File: src/rtl/ps2_key_decoder.sv
// PS/2 Set-2 scancode parser: make/break/extended events plus held-key bitmap.
// Define PS2_TYPEMATIC_FILTER_EN to suppress auto-repeat make events.
module ps2_key_decoder #(
  parameter int          TIMEOUT_CYCLES = 2_500_000,
  parameter logic [7:0]  KEY_SPACE      = 8'h29,
  parameter logic [7:0]  KEY_A          = 8'h1c,
  parameter logic [7:0]  KEY_S          = 8'h1b,
  parameter logic [7:0]  KEY_D          = 8'h23,
  parameter logic [7:0]  KEY_F          = 8'h2b
) (
  input  logic       CLOCK_50,
  input  logic       reset,
  input  logic [7:0] received_data,
  input  logic       received_data_en,
  output logic [7:0] key_code,
  output logic       key_ext,
  output logic       key_make,
  output logic       key_break,
  output logic [4:0] held,
  output logic       seq_timeout
);

  localparam int CW =
    (TIMEOUT_CYCLES > 1) ? $clog2(TIMEOUT_CYCLES) : 1;
  localparam logic [CW-1:0] LAST = CW'(TIMEOUT_CYCLES - 1);

  typedef enum logic [1:0] {
    IDLE,
    GOT_E0,
    GOT_F0,
    GOT_E0F0
  } state_t;

  state_t        r_state;
  state_t        w_next;
  logic [CW-1:0] r_cnt;
  logic          w_e0;
  logic          w_f0;
  logic          w_ign;
  logic          w_err;
  logic          w_data;
  logic          w_make;
  logic          w_break;
  logic          w_ext;
  logic          w_expire;
  logic          w_fire;
  logic [4:0]    w_hit;

  always_comb begin
    w_e0   = 1'b0;
    w_f0   = 1'b0;
    w_ign  = 1'b0;
    w_err  = 1'b0;
    w_data = 1'b0;
    unique case (1'b1)
      (received_data == 8'hE0): w_e0 = 1'b1;
      (received_data == 8'hF0): w_f0 = 1'b1;
      (received_data inside {8'hFA, 8'hAA, 8'hEE, 8'hE1}):
        w_ign = 1'b1;
      (received_data inside {8'h00, 8'hFF}):
        w_err = 1'b1;
      default: w_data = 1'b1;
    endcase
  end

  always_comb begin
    w_next   = r_state;
    w_make   = 1'b0;
    w_break  = 1'b0;
    w_ext    = 1'b0;
    w_expire = 1'b0;
    if (received_data_en) begin
      if (w_err) begin
        w_next = IDLE;
      end else if (w_data) begin
        w_next = IDLE;
        unique case (r_state)
          IDLE:     w_make = 1'b1;
          GOT_E0: begin
            w_make = 1'b1;
            w_ext  = 1'b1;
          end
          GOT_F0:   w_break = 1'b1;
          GOT_E0F0: begin
            w_break = 1'b1;
            w_ext   = 1'b1;
          end
        endcase
      end else if (w_e0) begin
        unique case (r_state)
          IDLE:    w_next = GOT_E0;
          GOT_F0:  w_next = GOT_E0F0;
          default: w_next = r_state;
        endcase
      end else if (w_f0) begin
        unique case (r_state)
          IDLE:    w_next = GOT_F0;
          GOT_E0:  w_next = GOT_E0F0;
          default: w_next = r_state;
        endcase
      end
    end else if (r_state != IDLE && r_cnt == LAST) begin
      w_next   = IDLE;
      w_expire = 1'b1;
    end
  end

`ifdef PS2_TYPEMATIC_FILTER_EN
  logic [8:0] r_last;

  // Code 00 is never DATA, so a cleared r_last never matches a make.
  assign w_fire = w_make &&
    ({w_ext, received_data} != r_last);

  always_ff @(posedge CLOCK_50) begin
    if (reset) begin
      r_last <= '0;
    end else if (w_break || w_expire) begin
      r_last <= '0;
    end else if (w_make) begin
      r_last <= {w_ext, received_data};
    end
  end
`else
  assign w_fire = w_make;
`endif

  assign w_hit = {
    received_data == KEY_SPACE,
    received_data == KEY_A,
    received_data == KEY_S,
    received_data == KEY_D,
    received_data == KEY_F
  };

  always_ff @(posedge CLOCK_50) begin
    if (reset) begin
      r_state     <= IDLE;
      r_cnt       <= '0;
      key_code    <= 8'h00;
      key_ext     <= 1'b0;
      key_make    <= 1'b0;
      key_break   <= 1'b0;
      held        <= 5'b0;
      seq_timeout <= 1'b0;
    end else begin
      r_state     <= w_next;
      key_make    <= w_fire;
      key_break   <= w_break;
      seq_timeout <= w_expire;
      if (received_data_en || r_state == IDLE || w_expire) begin
        r_cnt <= '0;
      end else begin
        r_cnt <= r_cnt + 1'b1;
      end
      if (w_fire || w_break) begin
        key_code <= received_data;
        key_ext  <= w_ext;
      end
      if (!w_ext && w_make) begin
        held <= held | w_hit;
      end else if (!w_ext && w_break) begin
        held <= held & ~w_hit;
      end
    end
  end

endmodule

File: config.mk
export PLATFORM = sky130hd
export DESIGN_NAME = ps2_key_decoder
export DESIGN_NICKNAME = d
export VERILOG_FILES = /design/src/rtl/ps2_key_decoder.sv
export SDC_FILE = /design/constraint.sdc
export NUM_CORES = 1
export LEC_CHECK = 0
export CORE_UTILIZATION = 51
export CTS_BUF_LIST = sky130_fd_sc_hd__clkbuf_8
export DETAILED_ROUTE_END_ITERATION = 8
export PLACE_DENSITY = 0.78
export SYNTH_ARGS = -nofsm -noshare
export SYNTH_HDL_FRONTEND = slang
export SYNTH_SLANG_ARGS = --single-unit
File: constraint.sdc
create_clock -name CLOCK_50 -period 1.9 [get_ports CLOCK_50]
set_clock_uncertainty 0.2 [all_clocks]
set_input_delay 0.57 -clock CLOCK_50 [delete_from_list [all_inputs] [get_ports CLOCK_50]]
set_output_delay 0.57 -clock CLOCK_50 [all_outputs]
set_load 0.1 [all_outputs]
# ---- Word level (Yosys, flattened, before mapping)
# Index checks and enable logic that the tools add are counted.
dict set report classes {
  n_mux 27
  reduce_logical 20
  n_eq_ne 19
  addsub 1
  bitwise_logic 3
}
# op n
set op_table {}
lappend op_table {{== test 8 bit, second input constant} 7}
lappend op_table {{== test 8 x 6 -> 1 bit, second input constant} 3}
lappend op_table {{adder 22 x 1 -> 22 bit, second input constant} 1}
lappend op_table {{== test 22 bit, second input constant} 1}
lappend op_table {{2-to-1 mux 1 bit} 17}
lappend op_table {{== test 8 x 5 -> 1 bit, second input constant} 2}
lappend op_table {{2-to-1 mux 2 bit} 6}
lappend op_table {{2-to-1 mux 5 bit} 2}
lappend op_table {{logical NOT 8 bit} 1}
lappend op_table {{case mux 2 bit (2 select lines)} 2}
lappend op_table {{nonzero test 2 bit} 4}
lappend op_table {{OR reduction 2 bit} 4}
lappend op_table {{inequality test 6 x 2 -> 1 bit, second input constant} 1}
lappend op_table {{inequality test 6 x 3 -> 1 bit, second input constant} 1}
lappend op_table {{AND 5 bit} 1}
lappend op_table {{inequality test 5 x 2 -> 1 bit, second input constant} 1}
lappend op_table {{inverter 5 bit} 1}
lappend op_table {{OR 5 bit} 1}
lappend op_table {{== test 2 bit, second input constant} 2}
lappend op_table {{AND reduction 4 bit} 1}
lappend op_table {{nonzero test 4 bit} 1}
lappend op_table {{OR reduction 4 bit} 1}
lappend op_table {{logical AND 1 bit} 3}
lappend op_table {{logical OR 1 bit} 3}
lappend op_table {{other kinds (3)} 3}
dict set report totals {
  ff_bits 41
  out_inout_bits 17
  wordCells 78
}

# ---- Longest topological paths before layout
dict set report depth {
  word_depth 10
  ltp_mapped 7
}

# ---- Least setup slack after synthesis
# Ideal clock, no wire load.
dict set report synth_path {
  path_type {input to register}
  startpoint {input received_data[1]}
  endpoint {register key_make}
  stages 7
  setup_slack_ns -0.206
  arrival_time_ns 1.783
  cell_sequence {buf_6 nor4_4 nand2_2 o211a_4 nor3b_4 buf_6 nor3b_2}
}
dict set report synth_via {
  elab_chain_len 6
}
# element line
set synth_lines {}
lappend synth_lines {{start: declaration} 13} ;# input logic [7:0] received_data,
lappend synth_lines {{== test 8 bit, or another cell as far along} 58} ;# (received_data inside {8'hFA, 8'hAA, 8'hEE, 8'hE1}):
lappend synth_lines {{nonzero test 4 bit / nonzero test 2 bit (equally long branches)} {58, 60}}
lappend synth_lines {{OR reduction 4 bit (no line)} --}
lappend synth_lines {{2-to-1 mux 1 bit} 75} ;# end else if (w_data) begin
lappend synth_lines {{2-to-1 mux 1 bit (*)} 73} ;# if (w_err) begin
lappend synth_lines {{2-to-1 mux 1 bit (*)} 72} ;# if (received_data_en) begin
lappend synth_lines {{end signal: assignment} 148} ;# key_make <= w_fire;
lappend synth_lines {{end: declaration} 17} ;# output logic key_make,
# Mark *: on every way between the ends. The rest lies on a longest branch, timed or not.
# A chain may end at the register's enable or synchronous reset.

# ---- Worst setup path in the final report
dict set report layout_path {
  startpoint {register r_cnt[11]}
  endpoint {register r_cnt[6]}
}
dict set report layout_via {
  elab_chain_len 6
}
# element line
set layout_lines {}
lappend layout_lines {{start: declaration} 36} ;# logic [CW-1:0] r_cnt;
lappend layout_lines {{start signal: assignment} 154} ;# r_cnt <= r_cnt + 1'b1;
lappend layout_lines {{== test 22 bit} 102} ;# end else if (r_state != IDLE && r_cnt == LAST) begin
lappend layout_lines {{logical AND 1 bit} 102}
lappend layout_lines {{2-to-1 mux 1 bit} 102}
lappend layout_lines {{2-to-1 mux 1 bit} 72}
lappend layout_lines {{logical OR 1 bit} 151} ;# if (received_data_en || r_state == IDLE || w_expire) begin
lappend layout_lines {{OR reduction 2 bit (no line)} --}
# Every way passes these cells.

==> results.sh <==
export IMPL_hold_depth=2
export IMPL_numCtsBuffers=5
export IMPL_io_buffers=27
export IMPL_setup_violations=0
export IMPL_fill_cells=245
export IMPL_p_comb_share_pct=17.6
export IMPL_grt_max_degree=23
export IMPL_grt_first_pass_wirelength_um=7950
export IMPL_ys_types=44
export IMPL_synth_main_ff_cell="dfxtp_1"
export IMPL_clk_pin_slew_ns=0.08
export IMPL_ys_ff_latch=41
export IMPL_clock_fmax_ghz=0.534
export IMPL_finalWeightedCongestion=0.909
export IMPL_r2r_slack_ns=0.03
export IMPL_finalCritPeriodShare_pct=98.6
export IMPL_synth_edf_count=0
export IMPL_min_period_ns=1.87
export IMPL_antenna_found_initial=0
export IMPL_grt_usage_pct=24.3
export IMPL_cts_max_path_buffers=2
export IMPL_wl_met2_um=2250
export IMPL_criticalPathCategory="flip-flop to flip-flop"
export IMPL_p_total_mw=1.75
export IMPL_htreeDepth=2
export IMPL_crit_fanout=22
export IMPL_die_w_um=65.3
export IMPL_cts_tree="yes"
export IMPL_hold_path_endpoint="key_code[6]$_SDFFE_PP0P_"
export IMPL_reg2reg_to="r_cnt[6]$_SDFF_PP0_"
export IMPL_final_antenna_net_count=0
export IMPL_worstPathArrival_ns=1.86
export IMPL_tns_ns=0
export IMPL_grt_pass1_vias=1718
export IMPL_power_frac_clock_pct=31.8
export IMPL_dieArea_um2=4270
export IMPL_synth_top_area_share_pct=40.1
export IMPL_totalWireLength_um=4820
export IMPL_power_sequential_fraction_pct=50.6
export IMPL_cp_end_kind="flip-flop"
export IMPL_synth_async_sr_flop_share_pct=0
export IMPL_die_y_um=65.3
export IMPL_highest_layer="met4"
export IMPL_rr_worst_depth=6
export IMPL_hold_violations=0
export IMPL_vias_per_cell=5.53
export IMPL_io_pins=28
export IMPL_remaining_drc_errors=0
export IMPL_swShare_pct=27.8
export IMPL_hp_class="flip-flop to flip-flop"
export IMPL_area_growth_pct=42.7
export IMPL_rsz0062_at_grt="yes"
export IMPL_antenna_cells=0
export IMPL_synth_avg_cell_area_um2=9.60
export IMPL_drt_initial_drc_count=109
export IMPL_power_density_nw_per_um2=599
export IMPL_required_ns=1.89
export IMPL_met1_length_um=2300
export IMPL_r2r_start="r_cnt[11]$_SDFF_PP0_"
export IMPL_yosysWarningCount=0
export IMPL_first_pass_iters=5
export IMPL_wl_per_cell_um=14.9
export IMPL_netlist_area_um2=2040
export IMPL_synth_area_leaders="dfxtp_1 40%, mux2i_1 6.9%, xor2_1 5.6%"
export IMPL_p_sw_mw=0.485
export IMPL_netlist_top_cells_count="41 x dfxtp_1, 29 x nor2_1, 14 x mux2i_1"
export IMPL_rows=22
export IMPL_worst_setup_path_start_kind="flip-flop"
export IMPL_holdCritStartpoint="key_code[6]$_SDFFE_PP0P_"
export IMPL_syn_nets=225
export IMPL_vias=1785
export IMPL_ctsHoldBuffers=0
export IMPL_drv_slew=0
export IMPL_fin_util_pct=77.9
export IMPL_p_leak_nw=1.12
export IMPL_yosysMostFrequentCell="dfxtp_1"
export IMPL_p_int_mw=1.26
export IMPL_clk_latency_ns=0.30
export IMPL_root_buffer="clkbuf_8"
export IMPL_yosys_area_top_type="dfxtp_1"
export IMPL_wl_met3_um=179
export IMPL_drv_cap=0
export IMPL_coreArea_um2=3740
export IMPL_initial_core_util_pct=54.6
export IMPL_relSlewSlack_pct=74.2
export IMPL_ys_seq_area_share_pct=40.1
export IMPL_hpwlAfterDp_um=3350
export IMPL_ir_worst_vdd_uv=458
export IMPL_drive_above_1_share_pct=37.1
export IMPL_status="finished, final reports clean"
export IMPL_nets=286
export IMPL_grt_overflow=0
export IMPL_tightest_slew_ns=0.383
export IMPL_cts_sinks=41
export IMPL_synthCells=213
## power groups by stage
stage                     clock network [mW]  logic, mW  registers (mW)
after floorplan                            0     0.0763           0.988
after global placement                     0      0.287           0.904
after detailed placement                   0      0.291           0.904
after CTS                              0.562      0.297           0.884
after global routing                   0.610      0.322           0.886
final                                  0.555      0.308           0.884
## per-layer routing
layer / up-vias / global-route usage (%)
met3: 12 / 5.56
met1: 864 / 32.9
met5: - / 0
met4: 0 / 10.9
met2: 40 / 36.5
li1: 869 / -
## worst max path at each step
| stage | startpoint | end |
|---|---|---|
| after CTS | received_data[2] | key_ext$_SDFFE_PP0P_ |
| after floorplan | received_data[3] | key_make$_SDFF_PP0_ |
| after global routing | r_cnt[11]$_SDFF_PP0_ | r_cnt[6]$_SDFF_PP0_ |
| after detailed placement | received_data[2] | key_ext$_SDFFE_PP0P_ |
| after global placement | received_data[2] | key_code[7]$_SDFFE_PP0P_ |
| final | r_cnt[11]$_SDFF_PP0_ | r_cnt[6]$_SDFF_PP0_ |
## per-stage QoR
stage	instance area, um^2	worst slack (ns)	cells	hold WS, ns
6_report	2920	0.0272	323	0.313
4_1_cts	2870	0.00344	322	0.317
2_1_floorplan	2060	-0.145	213	0.230
3_5_place_dp	2750	-0.786	313	0.302
3_3_place_gp	2750	-0.715	313	0.303
5_1_grt	2920	-0.0407	323	0.338
## critical path, stage by stage, from the launching register on
cell and delay [ns]:
dfxtp_2 0.33, or4b_4 0.54, nor3_2 0.13, nand4_1 0.17, o211ai_2 0.14, buf_12 0.19, nor2_1 0.06
## final cells by class
cell class              instances  area [um^2]  area share, %
multi-input cells             160         1200           41.3
flip-flops and latches         41          822           28.2
repair buffers                 63          732           25.1
clock buffers                   5         68.8           2.36
well taps                      48         60.1           2.06
clock inverters                 3         18.8          0.643
inverters                       3         11.3          0.386
## cell families (layout without fill, tap and decap cells)
family	count (synthesis)	count (layout)	share of synthesized area, %
adder cells (fa/ha/maj)	1	1	0.612
buffers and inverters	12	74	4.10
AO/OA/AOI/OAI	11	11	5.81
multiplexers	14	14	6.85
XOR/XNOR	20	20	8.57
flip-flops	41	41	40.1
AND/OR/NAND/NOR	114	114	33.9
## layout by cell type (no fill, tap or decap), types with 2 or more instances in the layout
| master | n |
|---|---|
| clkbuf_8 | 5 |
| clkinvlp_4 | 2 |
| buf_12 | 18 |
| and3_1 | 6 |
| nand2_1 | 8 |
| nand2b_1 | 10 |
| or2b_1 | 3 |
| nor3_2 | 4 |
| nand4_1 | 8 |
| nor3_1 | 2 |
| xor2_1 | 13 |
| a311oi_1 | 2 |
| or2b_2 | 10 |
| xnor2_1 | 7 |
| nand2_2 | 2 |
| nor4_1 | 3 |
| mux2i_1 | 14 |
| dfxtp_1 | 40 |
| buf_4 | 30 |
| buf_6 | 10 |
| a41oi_1 | 2 |
| inv_1 | 4 |
| and4_1 | 3 |
| nor2_1 | 29 |
| buf_2 | 2 |
| nand3_1 | 10 |
## timing repair
action                     4_1_cts  5_1_grt
setup endpoints to repair       23       38
setup buffers                    1        1
pin swaps                        5        9
gates resized for setup         46       17
No activity file was read; power rests on OpenSTA's default activity.
